## config.mk

```make
export PLATFORM = sky130hd
export DESIGN_NAME = vec_ldst_unit_flat
export DESIGN_NICKNAME = d
export VERILOG_FILES = /design/src/rtl/vec_ldst_unit_if.sv /design/src/rtl/vec_ldst_unit.sv /design/src/flat_wrapper.sv
export SDC_FILE = /design/constraint.sdc
export NUM_CORES = 1
export LEC_CHECK = 0
export CAP_MARGIN = 20
export CORE_MARGIN = 3
export CORE_UTILIZATION = 46
export CTS_CLUSTER_SIZE = 30
export DETAILED_ROUTE_END_ITERATION = 6
export HOLD_SLACK_MARGIN = 0.05
export PLACE_DENSITY = 0.75
export SLEW_MARGIN = 20
export SYNTH_ARGS = -nofsm -noshare
export SYNTH_HDL_FRONTEND = slang
export SYNTH_SLANG_ARGS = --single-unit
```

## constraint.sdc

```tcl
create_clock -name clk -period 7.2 [get_ports clk]
set_clock_uncertainty 0.2 [all_clocks]
set_input_delay 1.44 -clock clk [delete_from_list [all_inputs] [get_ports clk]]
set_output_delay 1.44 -clock clk [all_outputs]
set_load 0.005 [all_outputs]
```

## src/rtl/vec_ldst_unit_if.sv

```systemverilog
// Data-memory port of the vector load/store sequencer: one element-wide
// request channel with a ready handshake and an in-order read return.
interface vec_ldst_unit_if #(
  parameter int ADDR_W = 16,
  parameter int ELEM_W = 16
);
  logic [ADDR_W-1:0] mem_addr;
  logic              mem_re;
  logic              mem_we;
  logic [ELEM_W-1:0] mem_wdata;
  logic              mem_rdy;
  logic              mem_rvalid;
  logic [ELEM_W-1:0] mem_rdata;

  modport master (
    output mem_addr, mem_re, mem_we, mem_wdata,
    input  mem_rdy, mem_rvalid, mem_rdata
  );

  modport slave (
    input  mem_addr, mem_re, mem_we, mem_wdata,
    output mem_rdy, mem_rvalid, mem_rdata
  );
endinterface

```

## src/rtl/vec_ldst_unit.sv

```systemverilog
// Vector load/store sequencer: moves one NELEM-element vector between the
// vector datapath and an element-wide data memory, one element per beat.
module vec_ldst_unit #(
  parameter int ELEM_W = 16,
  parameter int NELEM  = 16,
  parameter int ADDR_W = 16
) (
  input  logic                     clk,
  input  logic                     rst_n,
  input  logic                     start,
  input  logic [3:0]               opcode,
  input  logic [ADDR_W-1:0]        addr,
  input  logic [ELEM_W*NELEM-1:0]  st_data,
  output logic                     busy,
  output logic                     done,
  output logic [ELEM_W*NELEM-1:0]  ld_data,
  vec_ldst_unit_if.master          mem
);

  localparam int IDX_W = $clog2(NELEM);
  localparam int CNT_W = IDX_W + 1;
  localparam logic [CNT_W-1:0] CNT_LAST = CNT_W'(NELEM - 1);
  localparam logic [CNT_W-1:0] CNT_FULL = CNT_W'(NELEM);
  localparam logic [3:0] OP_VLD = 4'b0100;
  localparam logic [3:0] OP_VST = 4'b0101;

  typedef enum logic [1:0] {IDLE, LOAD, STORE} state_t;

  state_t                    state_q, state_d;
  logic [CNT_W-1:0]          req_cnt;   // requests accepted by memory
  logic [CNT_W-1:0]          rsp_cnt;   // load beats captured
  logic [ADDR_W-1:0]         base_addr;
  logic [ELEM_W-1:0]         st_buf [NELEM];
  logic [ELEM_W-1:0]         shadow [NELEM];
  logic [ELEM_W*NELEM-1:0]   ld_next;
  logic                      accept_ld, accept_st;
  logic                      req_fire, capture, finish;

  assign accept_ld = (state_q == IDLE) && start && (opcode == OP_VLD);
  assign accept_st = (state_q == IDLE) && start && (opcode == OP_VST);
  assign busy      = (state_q != IDLE);

  // NOTE: every output of this block is given a default before the case so
  // that no path leaves a signal unassigned, which would infer a latch.
  always_comb begin
    state_d        = state_q;
    req_fire       = 1'b0;
    capture        = 1'b0;
    finish         = 1'b0;
    mem.mem_re     = 1'b0;
    mem.mem_we     = 1'b0;
    mem.mem_addr   = '0;
    mem.mem_wdata  = '0;
    unique case (state_q)
      IDLE: begin
        if (accept_ld)      state_d = LOAD;
        else if (accept_st) state_d = STORE;
      end
      LOAD: begin
        if (req_cnt < CNT_FULL) begin
          mem.mem_re   = 1'b1;
          mem.mem_addr = base_addr + ADDR_W'(req_cnt);
          req_fire     = mem.mem_rdy;
        end
        // Returns arrive in request order, so rsp_cnt alone names the slot.
        if (mem.mem_rvalid && (rsp_cnt < CNT_FULL)) begin
          capture = 1'b1;
          if (rsp_cnt == CNT_LAST) begin
            finish  = 1'b1;
            state_d = IDLE;
          end
        end
      end
      STORE: begin
        mem.mem_we    = 1'b1;
        mem.mem_addr  = base_addr + ADDR_W'(req_cnt);
        mem.mem_wdata = st_buf[req_cnt[IDX_W-1:0]];
        req_fire      = mem.mem_rdy;
        if (mem.mem_rdy && (req_cnt == CNT_LAST)) begin
          finish  = 1'b1;
          state_d = IDLE;
        end
      end
      default: state_d = IDLE;
    endcase
  end

  // Shadow with the beat being captured merged in, so ld_data updates on
  // the same edge that takes the final element.
  always_comb begin
    ld_next = '0;
    for (int i = 0; i < NELEM; i++) begin
      ld_next[i*ELEM_W +: ELEM_W] = (IDX_W'(i) == rsp_cnt[IDX_W-1:0]) ? mem.mem_rdata
                                                                      : shadow[i];
    end
  end

  always_ff @(posedge clk or negedge rst_n) begin
    if (!rst_n) begin
      state_q   <= IDLE;
      req_cnt   <= '0;
      rsp_cnt   <= '0;
      base_addr <= '0;
      done      <= 1'b0;
      ld_data   <= '0;
    end else begin
      state_q <= state_d;
      done    <= finish;
      if (accept_ld || accept_st) begin
        base_addr <= addr;
        req_cnt   <= '0;
        rsp_cnt   <= '0;
      end else begin
        if (req_fire) req_cnt <= req_cnt + CNT_W'(1);
        if (capture)  rsp_cnt <= rsp_cnt + CNT_W'(1);
      end
      if (capture && (rsp_cnt == CNT_LAST)) ld_data <= ld_next;
    end
  end

  // NOTE: the element buffers are deliberately left without reset; they are
  // only read under counter control after being written in the same transfer.
  always_ff @(posedge clk) begin
    if (accept_st) begin
      for (int i = 0; i < NELEM; i++) st_buf[i] <= st_data[i*ELEM_W +: ELEM_W];
    end
    if (capture) shadow[rsp_cnt[IDX_W-1:0]] <= mem.mem_rdata;
  end

endmodule

```

## src/flat_wrapper.sv

```systemverilog
// flat-port wrapper written by rule: the top's interface ports become plain ports
module vec_ldst_unit_flat 
#(
  parameter int ELEM_W = 16,
  parameter int NELEM  = 16,
  parameter int ADDR_W = 16
)
  (clk, rst_n, start, opcode, addr, st_data, busy, done, ld_data, mem_mem_addr, mem_mem_re, mem_mem_we, mem_mem_wdata, mem_mem_rdy, mem_mem_rvalid, mem_mem_rdata);
  vec_ldst_unit_if #(.ADDR_W(ADDR_W), .ELEM_W(ELEM_W)) mem_i ();
  input  logic clk;
  input  logic rst_n;
  input  logic start;
  input  logic [3:0] opcode;
  input  logic [ADDR_W-1:0] addr;
  input  logic [ELEM_W*NELEM-1:0] st_data;
  output logic busy;
  output logic done;
  output logic [ELEM_W*NELEM-1:0] ld_data;
  output wire logic [$bits(mem_i.mem_addr)-1:0] mem_mem_addr;
  output wire logic [$bits(mem_i.mem_re)-1:0] mem_mem_re;
  output wire logic [$bits(mem_i.mem_we)-1:0] mem_mem_we;
  output wire logic [$bits(mem_i.mem_wdata)-1:0] mem_mem_wdata;
  input wire logic [$bits(mem_i.mem_rdy)-1:0] mem_mem_rdy;
  input wire logic [$bits(mem_i.mem_rvalid)-1:0] mem_mem_rvalid;
  input wire logic [$bits(mem_i.mem_rdata)-1:0] mem_mem_rdata;
  assign mem_mem_addr = mem_i.mem_addr;
  assign mem_mem_re = mem_i.mem_re;
  assign mem_mem_we = mem_i.mem_we;
  assign mem_mem_wdata = mem_i.mem_wdata;
  assign mem_i.mem_rdy = mem_mem_rdy;
  assign mem_i.mem_rvalid = mem_mem_rvalid;
  assign mem_i.mem_rdata = mem_mem_rdata;
  vec_ldst_unit #(.ELEM_W(ELEM_W), .NELEM(NELEM), .ADDR_W(ADDR_W)) u_core (.clk(clk), .rst_n(rst_n), .start(start), .opcode(opcode), .addr(addr), .st_data(st_data), .busy(busy), .done(done), .ld_data(ld_data), .mem(mem_i));
endmodule
```

==> results.cfg, run 1 <==
[logic_synthesis]
synth_cell_types = 52
synthArstFlopShare = 0.358
yosysTopAreaCellShare = 0.530
syn_inst = 1545
yosysMostFrequentCell = edfxtp_1
synth_top_family_by_area = multiplexers
syn_nets = 1858
ys_ff_latch = 797
synth_fa_ha_area_frac = 0.00716
synth-xor-area-share = 0.00483
yosysWarningCount = 0
synth_edf_count = 512
ys_seq_area_frac = 0.775
yosys.area.top_type = edfxtp_1
synth_ff_type = edfxtp_1
synth_compound_area_frac = 0.0283
muxShareOfSynthArea = 0.144
syn_avg_cell_area_um2 = 18.8
yosys-top-cells-area = edfxtp_1, dfrtp_1, mux2_2, mux4_2, mux2i_1
netlist_top_cells_count = edfxtp_1, dfrtp_1, mux2_2
netlist_area_um2 = 29000
yosys.area_share.simple = 0.0255

[timing]
worstMarginPinSlew_ps = 1150
finalSetupViolCount = 0
grt_setup_unrepaired = no
fin_setup_tns_ps = 0
relSlewSlack = 0.233
finalHoldViolCount = 0
min_period_ps = 5420
maxSlewViolCount = 0
fin_crit_sh = 0.752
fmax_ghz = 0.185
whs_ps = 252

[worst_setup_path]
cp-start-kind = flop
slowest_stage = buf_4
max_stage_delay_ps = 750
crit_family = buffers and inverters
path_max_fanout = 49
path_cells = buf_4, mux2i_1, a22o_1, a221o_1, o22ai_1, clkdlybuf4s50_1
critical_path_required_ps = 5560
critPathCaptureType = primary output
path_class = flop to primary output
arrival_ps = 3780
crit_buf_inv = 2

[power]
swShare = 0.230
powerDensity_nw_per_um2 = 266
ir_drop_uv = 189
p_clk_frac = 0.405
share_comb_of_total_power = 0.099
internal_power_mw = 7.91
pwr-share-seq = 0.496
p_sw_mw = 2.37
cellLeakagePower_nw = 14.8

[place]
hpwlAfterDp_um = 53500
dp_cells = 2930
gp_congestion = 0.886
io_buffers = 588

[detailed_routing]
vias = 16400
dr.pass1.iters = 6
postRouteAntennaNets = 0
drc_errors = 0
wire_per_inst_um = 25.0
wl_um = 77500
drt_iter0_markers = 1273
vias_per_cell = 5.29

[clock_tree]
clk_latency_ps = 610
clock_path_buffers = 3
cts.htree.levels = 3
postCtsResizedCells = 0
cts_sinks = 797
postCtsSetupBuffers = 0
clk_pin_slew_ps = 60
root_buffer = clkbuf_16
cts_made_buffers = 80
cts_tree = yes
hold_buffers = 0

[layout]
drive_above_1_share = 0.182
area_delta_synth_final_pct = 33.0
nNetsFinal = 2488
final_cells = 3096

[floorplan]
core_region_area_um2 = 62100
die_area_um2 = 66100
die_w_um = 257
io-pin-count = 589
rows = 91
die-height_um = 257
initial_core_util = 0.468

[grt]
grt_overflow = 0
grt_max_degree = 202
antenna_found_initial = 20
grt_pass1_wl_um = 112000
grt_pass1_vias = 17100
grtUsageTotal = 0.230

[flow_run]
drv_cap = 0

[status]
status = finished clean

[worst_hold_path]
hold_class = flop to flop
sequential cells by signal (all words and copies together), names as in the netlist:
| name | flops |
|---|---|
| u_core.ld_data | 256 |
| u_core.shadow | 256 |
| u_core.st_buf | 256 |
| u_core.base_addr | 16 |
| u_core.req_cnt | 5 |
| u_core.rsp_cnt | 5 |
| u_core.state_q | 2 |
| u_core.done | 1 |
per-stage QoR:
step,power [mW],setup WS [ps],util,area (um2)
after floorplan,5.74,990,-,29000
final,10.3,1780,0.622,38600
after global placement,6.18,2510,0.578,35900
after global routing,10.6,1650,0.622,38600
after detailed placement,6.21,2430,0.578,35900
after CTS,10.4,1740,0.622,38600
worst paths after layout:
path / start / to / slack, ps / cells after the start
hold reg to reg: u_core.shadow[6][1]$_DFFE_PP_ / u_core.ld_data[97]$_DFFE_PN0P_ / 250 / 1
setup reg to reg: u_core.rsp_cnt[2]$_DFFE_PN0P_ / u_core.ld_data[75]$_DFFE_PN0P_ / 3640 / 6
min in group asynchronous: rst_n / u_core.ld_data[172]$_DFFE_PN0P_ / 570 / 1
setup / recovery: u_core.req_cnt[0]$_DFFE_PN0P_ / mem_mem_wdata[10] / 1780 / 6
max in group asynchronous: rst_n / u_core.ld_data[52]$_DFFE_PN0P_ / 4780 / 2
hold / removal: u_core.shadow[6][1]$_DFFE_PP_ / u_core.ld_data[97]$_DFFE_PN0P_ / 250 / 1
per-layer routing:
| metal | part of all wire | global-route usage |
|---|---|---|
| met1 | 0.38 | 0.284 |
| met2 | 0.50 | 0.388 |
| met3 | 0.085 | 0.0633 |
| met4 | 0.032 | 0.0887 |
| met5 | 0.00094 | 0 |
cell usage in the layout, fill, tap and decap left out, drive strengths merged, types with 2 or more instances in the layout:
master / synthesis / layout
mux2i: 69 / 69
and2: 6 / 6
diode: 0 / 17
nand2b: 3 / 3
a21boi: 2 / 2
and4: 2 / 2
nand3: 9 / 9
nand4: 5 / 5
a211oi: 6 / 6
and3: 2 / 2
dfrtp: 285 / 285
a22o: 13 / 13
ha: 15 / 15
a32oi: 4 / 4
clkinv: 0 / 26
nand2: 87 / 87
xnor2: 4 / 4
a221o: 11 / 11
inv: 13 / 16
o21ai: 26 / 26
nor2: 38 / 38
a31oi: 2 / 2
nor2b: 9 / 9
clkdlybuf4s50: 0 / 584
a21oi: 14 / 14
buf: 49 / 32
clkinvlp: 0 / 4
clkbuf: 19 / 111
nor3: 6 / 6
edfxtp: 512 / 512
xor2: 12 / 12
o22ai: 32 / 32
mux2: 244 / 244
bufinv: 0 / 5
mux4: 33 / 33
o21a: 3 / 3
logic make-up (layout without fill, tap and decap cells):
family,Yosys count,after routing
flops,797,797
mux,346,346
simple gates,168,168
compound gates,121,121
buf+inv,81,778
fa+ha+maj,16,16
xor+xnor,16,16
other cells,0,17
power groups by stage:
stage	Combinational, mW	Clock, mW	Sequential [mW]
floorplan	0.611	0	5.13
global placement	0.994	0	5.18
detailed placement	1.02	0	5.19
CTS	1.03	4.25	5.10
global route	1.10	4.43	5.10
finish	1.02	4.16	5.09
layout make-up:
cell class / instances / area (um2)
sequential: 797 / 22500
tap: 837 / 1050
timing repair buffer: 616 / 6120
clock inverter: 38 / 417
multi-input combinational: 667 / 6150
antenna: 17 / 42.5
fill: 4300 / 23400
clock buffer: 111 / 2270
inverter: 13 / 52.6
No activity file was read; power rests on OpenSTA's default activity.
==> inputs of run 2 (changes only) <==
clock period = 4.5 ns   (was 7.2 ns; I/O delays follow)
==> results.cfg, run 2 (same netlist as run 1, synthesis figures left out) <==
[clock_tree]
clock_path_buffers = 3
cts_tree = yes
postCtsSetupBuffers = 0
clk_pin_slew_ps = 60
clk_latency_ps = 620
cts.htree.levels = 3
cts_made_buffers = 81
cts_sinks = 797
root_buffer = clkbuf_16

[grt]
grtUsageTotal = 0.229
grt_overflow = 0
gr-usage-met3 = 0.0604
use_met2 = 0.384
grt_pass1_wl_um = 111000
globalRouteMet1Util = 0.292
grt_pass1_vias = 16800
grt_max_degree = 189
antenna_found_initial = 17
busiest_layer = met2

[detailed_routing]
vias_per_cell = 5.33
drc_errors = 0
drt_iter0_markers = 1480
wire_per_inst_um = 24.9
vias = 16500
postRouteAntennaNets = 0
wl_um = 77400
dr.pass1.iters = 5

[power]
p_sw_mw = 3.81
share_comb_of_total_power = 0.104
ir_drop_uv = 296
internal_power_mw = 12.8
cellLeakagePower_nw = 15.0
powerDensity_nw_per_um2 = 428
swShare = 0.230
p_clk_frac = 0.408
pwr-share-seq = 0.488

[floorplan]
initial_core_util = 0.468
rows = 91
io-pin-count = 589
die_w_um = 257
die_area_um2 = 66100
die-height_um = 257
core_region_area_um2 = 62100

[timing]
min_period_ps = 4350
fin_setup_tns_ps = 0
fmax_ghz = 0.230
maxSlewViolCount = 0
fin_crit_sh = 0.966
worstMarginPinSlew_ps = 1180
whs_ps = 164
relSlewSlack = 0.213
finalHoldViolCount = 0
finalSetupViolCount = 0

[worst_setup_path]
critPathCaptureType = primary output
critical_path_required_ps = 3400
arrival_ps = 3250
path_max_fanout = 37
rr_worst_depth = 7
cp-start-kind = flop
path_class = flop to primary output

[place]
gp_congestion = 0.859
dp_cells = 2942
hpwlAfterDp_um = 53600
dpl_cell_area_um2 = 36000
io_buffers = 588

[layout]
nNetsFinal = 2501
multi_input_area_um2 = 6160
final_cells = 3102
utilization = 0.625
area_delta_synth_final_pct = 33.7
drive_above_1_share = 0.186
seq_area_um2 = 22500
layout_common_cells = clkdlybuf4s50_1, edfxtp_1, dfrtp_1, mux2_2, nand2_1
stdcell_area_um2 = 38800
fillers = 4288
layout_commonest_cell = clkdlybuf4s50_1

[status]
status = finished clean

[flow_run]
drv_cap = 0

[worst_hold_path]
hold_class = primary input to asynchronous set/reset pin
==> run 2: power groups by stage <==
stage	registers (mW)	logic, mW	clock network (mW)
6_report	8.11	1.72	6.78
2_1_floorplan	8.20	0.979	0
5_1_grt	8.12	1.86	7.22
4_1_cts	8.10	1.73	6.92
3_5_place_dp	8.25	1.72	0
3_3_place_gp	8.24	1.68	0
==> run 2: area by class of cell <==
cell class / count / area share
Timing Repair Buffer: 628 / 0.162
Multi-Input combinational cell: 667 / 0.159
Clock buffer: 113 / 0.0595
Tap cell: 837 / 0.0270
Sequential cell: 797 / 0.580
Inverter: 13 / 0.00135
Clock inverter: 36 / 0.0110
Antenna cell: 11 / 0.000709
==> run 2: critical path, stage by stage (launching register included) <==
cell and delay, ps:
dfrtp_2 450, buf_4 480, nor2_1 100, buf_4 220
a22o_1 220, a221o_1 260, o22ai_1 290, clkdlybuf4s50_1 590
==> run 2: worst paths after layout <==
check / from / to / slack [ps]
worst min-delay path: rst_n / u_core.ld_data[144]$_DFFE_PN0P_ / 160
worst min register to register: u_core.shadow[13][6]$_DFFE_PP_ / u_core.ld_data[214]$_DFFE_PN0P_ / 250
min in group clk: u_core.shadow[13][6]$_DFFE_PP_ / u_core.ld_data[214]$_DFFE_PN0P_ / 250
max in group asynchronous: rst_n / u_core.ld_data[181]$_DFFE_PN0P_ / 3050
worst max register to register: u_core.rsp_cnt[0]$_DFFE_PN0P_ / u_core.ld_data[22]$_DFFE_PN0P_ / 1490
worst max-delay path: u_core.req_cnt[1]$_DFFE_PN0P_ / mem_mem_wdata[10] / 150
==> run 2: routing by layer <==
| metal | up-vias | wire, um |
|---|---|---|
| met4 | 6 | 2040 |
| met2 | 797 | 38700 |
| met3 | 128 | 6760 |
| li1 | 7176 | - |
| met5 | - | 42 |
| met1 | 8415 | 29900 |
==> run 2: stage by stage <==
| stage | setup WS (ps) | power, mW |
|---|---|---|
| 3_5_place_dp | 670 | 9.97 |
| 2_1_floorplan | -1070 | 9.18 |
| 5_1_grt | -15.1 | 17.2 |
| 4_1_cts | 5.97 | 16.8 |
| 6_report | 153 | 16.6 |
| 3_3_place_gp | 759 | 9.92 |
==> run 2: repair_timing <==
item                       4_1_cts  5_1_grt
setup endpoints to repair        0        5
hold buffers                     0        0
hold endpoints to repair         0        0
resized for setup                0        4
